**src/rtl/cordic_prescale_pipe.sv**
```systemverilog
// cordic_prescale_pipe: two-stage valid/ready CORDIC start-vector prescale with K^-1 gain compensation.
// Defining CORDIC_PRESCALE_SAT_EN clamps the output to the symmetric OUT_W range and raises out_sat.
module cordic_prescale_pipe #(
    parameter int SIZE_W     = 7,
    parameter int FRAC_W     = 8,
    parameter int OUT_W      = 19,
    parameter int ANG_W      = 9,
    parameter int GAIN       = 155,
    parameter int GAIN_SHIFT = 8,
    parameter int SB_W       = 48
) (
    input  logic              clk,
    input  logic              reset,
    input  logic              in_valid,
    output logic              in_ready,
    input  logic [SIZE_W-1:0] in_size,
    input  logic [ANG_W-1:0]  in_angle,
    input  logic [SB_W-1:0]   in_sb,
    output logic              out_valid,
    input  logic              out_ready,
    output logic [OUT_W-1:0]  cord_pos,
    output logic [OUT_W-1:0]  cord_neg,
    output logic              enable_cordic,
    output logic [ANG_W-1:0]  out_angle,
    output logic [SB_W-1:0]   out_sb,
    output logic              out_sat
);
    localparam int PW = SIZE_W + FRAC_W + $clog2(GAIN + 1) + 1;
    // Extended width keeps the signed value and its negation exact before truncation.
    localparam int EW = (PW > OUT_W) ? PW : OUT_W + 1;

    logic              s1_valid, s2_valid;
    logic              adv1, adv2;
    logic [PW-1:0]     s1_prod;
    logic [ANG_W-1:0]  s1_angle;
    logic [SB_W-1:0]   s1_sb;
    logic              s1_enable;

    assign adv2      = !s2_valid || out_ready;
    assign adv1      = !s1_valid || adv2;
    assign in_ready  = adv1;
    assign out_valid = s2_valid;

    logic              in_enable;
    logic [PW-1:0]     base, prod_next;

    // Any bit below the quarter-turn position means the angle needs real rotation.
    assign in_enable = |in_angle[ANG_W-3:0];
    assign base      = PW'(in_size) << FRAC_W;
    assign prod_next = in_enable ? base * PW'(GAIN) : base << GAIN_SHIFT;

    always_ff @(posedge clk or posedge reset) begin
        if (reset) begin
            s1_valid  <= 1'b0;
            s1_prod   <= '0;
            s1_angle  <= '0;
            s1_sb     <= '0;
            s1_enable <= 1'b0;
        end else if (adv1) begin
            s1_valid <= in_valid;
            if (in_valid) begin
                s1_prod   <= prod_next;
                s1_angle  <= in_angle;
                s1_sb     <= in_sb;
                s1_enable <= in_enable;
            end
        end
    end

    logic signed [EW-1:0] prod_ext, val, clamped;
    logic                 sat;

    assign prod_ext = EW'(s1_prod);
    assign val      = prod_ext >>> GAIN_SHIFT;

`ifdef CORDIC_PRESCALE_SAT_EN
    localparam logic signed [EW-1:0] VMAX = EW'((64'sd1 <<< (OUT_W - 1)) - 64'sd1);

    always_comb begin
        clamped = val;
        sat     = 1'b0;
        if (val > VMAX) begin
            clamped = VMAX;
            sat     = 1'b1;
        end else if (val < -VMAX) begin
            clamped = -VMAX;
            sat     = 1'b1;
        end
    end
`else
    assign clamped = val;
    assign sat     = 1'b0;
`endif

    always_ff @(posedge clk or posedge reset) begin
        if (reset) begin
            s2_valid      <= 1'b0;
            cord_pos      <= '0;
            cord_neg      <= '0;
            enable_cordic <= 1'b0;
            out_angle     <= '0;
            out_sb        <= '0;
            out_sat       <= 1'b0;
        end else if (adv2) begin
            s2_valid <= s1_valid;
            if (s1_valid) begin
                cord_pos      <= OUT_W'(clamped);
                cord_neg      <= OUT_W'(-clamped);
                enable_cordic <= s1_enable;
                out_angle     <= s1_angle;
                out_sb        <= s1_sb;
                out_sat       <= sat;
            end
        end
    end

endmodule

```
**config.mk**
```make
export PLATFORM = sky130hd
export DESIGN_NAME = cordic_prescale_pipe
export DESIGN_NICKNAME = d
export VERILOG_FILES = /design/src/rtl/cordic_prescale_pipe.sv
export SDC_FILE = /design/constraint.sdc
export NUM_CORES = 1
export LEC_CHECK = 0
export CORE_MARGIN = 4
export CORE_UTILIZATION = 45
export CTS_CLUSTER_DIAMETER = 50
export DETAILED_ROUTE_END_ITERATION = 8
export PLACE_DENSITY = 0.72
export SYNTH_ARGS = -nofsm -noshare
export SYNTH_HDL_FRONTEND = slang
export SYNTH_SLANG_ARGS = --single-unit
```
**constraint.sdc**
```tcl
create_clock -name clk -period 10.9 [get_ports clk]
set_input_delay 1.09 -clock clk [delete_from_list [all_inputs] [get_ports clk]]
set_output_delay 1.09 -clock clk [all_outputs]
set_load 0.05 [all_outputs]
```
==> summary.md <==
| Metric | Value |
|---|---|
| XOR/XNOR Fraction of Synth Area | `0.0210` |
| Synth cell count leaders | `nand2_1 (425), dfrtp_1 (166), ha_1 (39), clkbuf_1 (31), o21ai_0 (19)` |
| Dpl cell area | `0.00926 mm2` |
| CTS Buffer Depth | `2` |
| Synth Area in Adders | `0.0889` |
| Synth area leaders | `dfrtp_1 (55%), nand2_1 (21%), ha_1 (6.5%)` |
| Vias in the first global route | `5596` |
| Synth area leader | `dfrtp_1` |
| Fillers | `1367` |
| RSZ-0062 raised after global routing | `false` |
| Total power | `2.29 mW` |
| P&R area growth vs syn | `31.1%` |
| Max VDD drop | `0.000110 V` |
| Pre-CTS WS | `5.85 ns` |
| # IOs | `167` |
| Largest net degree at the start of global routing | `88` |
| Status | `completed` |
| Synthesized area per cell | `9.10 um2` |
| Worst setup margin | `6.27 ns` |
| Vias/cell | `4.80` |
| PortBufs | `161` |
| Slew @ Worst Pin | `1.09 ns` |
| Overall global routing resource usage | `0.193` |
| Max FO, Critical Path | `6` |
| DRT Pass-1 Iters | `6` |
| Core area | `0.0161 mm2` |
| Worst hold stages | `2` |
| Count leader, synth | `nand2_1` |
| Via count | `5760` |
| Final period util | `0.425` |
| Synth Area in Compound Gates | `0.0494` |
| # Post-CTS Setup Buffers | `0` |
| Final Hold Viols | `0` |
| Detailed Place HPWL | `12100 um` |
| Routability Congestion | `0.857` |
| Startpoint types | `input port` |
| Initial antenna violation count | `0` |
| Hold path start | `s1_sb[23]$_DFFE_PP0P_` |
| Register area | `0.00415 mm2` |
| FP Rows | `46` |
| Power per standard cell area | `232 mW/mm2` |
| Hold slack | `0.462 ns` |
| Leakage | `4.93 nW` |
| Worst Reg-to-Reg Cells | `5` |
| CTS root buf | `clkbuf_16` |
| Data arrival time of the critical path | `4.96 ns` |
| Die Y-Extent | `137 um` |
| Routed wire length | `17700 um` |
| Routed Antenna Nets | `0` |
| Initial DRC Count | `377` |
| Design area | `0.00985 mm2` |
| Share of cells above drive strength 1 | `0.0477` |
| Mapped cell area | `0.00752 mm2` |
| Post-synthesis cell count | `826` |
| Die footprint | `0.0188 mm2` |
| Congestion Overflow GR | `0` |
| Post-CTS Resized | `0` |
| Yosys warnings | `0` |
| Final min period | `4.63 ns` |
| Slew Viols, Final | `0` |
| Clk_lat worst skew | `0.42 ns` |
| CTS tree | `yes` |
| TritonCTS Buffers | `17` |
| Clock transition at the registers of the reported paths | `0.07 ns` |
| Starting Density | `0.466` |
| Skew final | `0.00973 ns` |
| Sequential share of the synthesized area | `0.553` |
| FF+latch count, synth | `166` |
| Area of the multi-input gates | `0.00313 mm2` |
| DRC viols | `0` |
| Crit. End Element | `flip-flop` |
| Netlist cell types | `48` |
| Die X | `137 um` |
| Ant. Diodes | `0` |
| Yosys top cell area share | `0.553` |
| Setup TNS | `0 ns` |
| First-pass GRT wire length | `28600 um` |
| # setup viols final | `0` |
| Average wire per standard cell | `14.8 um` |
| H-tree levels | `4` |
| CTS Hold Bufs | `0` |
| Slew Limit Headroom | `0.272` |
| Critical path class | `input port to flip-flop` |
| Fin cells | `1201` |
| Synth async-reset ratio | `1.00` |
| Fmax | `216 MHz` |
| Hold WC Path Type | `flip-flop to flip-flop` |
| Crit. Startpoint | `in_size[5]` |
| Post-layout nets | `1088` |
| Critical Path RT | `11.23 ns` |
| Clock sinks | `166` |
| Largest family of logic cells by synthesized area | `simple AND/OR/NAND/NOR gates` |
| Post-synthesis simple-gate area fraction | `0.250` |
| Finished Core Util | `0.611` |
| Placed instance count | `1169` |
| Post-synth EDFFs | `0` |
| Ys flop type | `dfrtp_1` |
| Multiplexer share of the synthesized area | `0.00266` |
| Max_cap viols | `0` |
| RR Startpoint | `out_valid$_DFFE_PP0P_` |
-- layout make-up --
type / count / share of cell area
well taps: 216 / 0.0274
repair buffers: 166 / 0.167
flip-flops and latches: 166 / 0.422
clock buffers: 19 / 0.0450
clock inverters: 13 / 0.0149
inverters: 16 / 0.00660
multi-input cells: 605 / 0.317
-- sequential cells by signal, indices dropped and copies added (netlist names) --
signal	flops
s1_valid	1
out_sb	48
s1_angle	9
prod_ext	15
s1_enable	1
out_valid	1
s1_sb	48
out_angle	9
enable_cordic	1
cord_pos	15
cord_neg	18
-- metal layers --
layer	track usage	wire [um]
met1	0.276	8510
met4	0.0637	376
met3	0.0438	919
met2	0.292	7940
met5	0	0
-- cells in the final DEF, fill, tap and decap left out, drive strengths merged, types with 5 or more instances in the layout --
cell           Yosys  final
a21oi             10     10
buf               11      5
clkbuf            32     19
clkdlybuf4s50      0    161
clkinv             0      5
conb               1      5
dfrtp            166    166
fa                 9      9
ha                39     39
inv               16     20
nand2            425    425
nand2b             5      5
nor2              14     14
nor3               6      6
o21ai             27     27
xnor2              6      6
xor2              12     12
-- where the power goes --
group          internal [mW]  total [mW]  leakage (nW)  switching (mW)
clock network          0.347       0.597         0.285           0.250
logic                  0.291       0.844          2.61           0.553
registers              0.747       0.848          2.03           0.101
-- worst max-delay path: stages --
cell	delay (ns)
clkdlybuf4s50_1	0.61
inv_1	0.08
ha_1	0.34
fa_1	0.54
inv_1	0.05
fa_1	0.47
ha_1	0.31
ha_1	0.32
a21boi_1	0.15
o2111ai_1	0.25
nand2_1	0.10
or4b_1	0.47
a31oi_1	0.18
-- logic make-up (layout without fill, tap and decap cells) --
group	Yosys count	in the layout
XOR/XNOR	18	18
AND/OR/NAND/NOR	470	470
other	1	5
multiplexers	2	2
AO/OA/AOI/OAI	62	62
flip-flops	166	166
adder cells (fa/ha/maj)	48	48
buffers and inverters	59	214
-- path summary, 6_finish.rpt --
kind / to / slack (ns)
worst max register to register: cord_neg[4]$_DFFE_PP0P_ / 8.67
max in group asynchronous: out_angle[1]$_DFFE_PP0P_ / 8.18
min in group asynchronous: out_sb[44]$_DFFE_PP0P_ / 1.14
worst max-delay path: prod_ext[19]$_DFFE_PP0P_ / 6.27
worst min-delay path: out_sb[23]$_DFFE_PP0P_ / 0.46
worst min register to register: out_sb[23]$_DFFE_PP0P_ / 0.46
(Power assumes the default switching activity.)
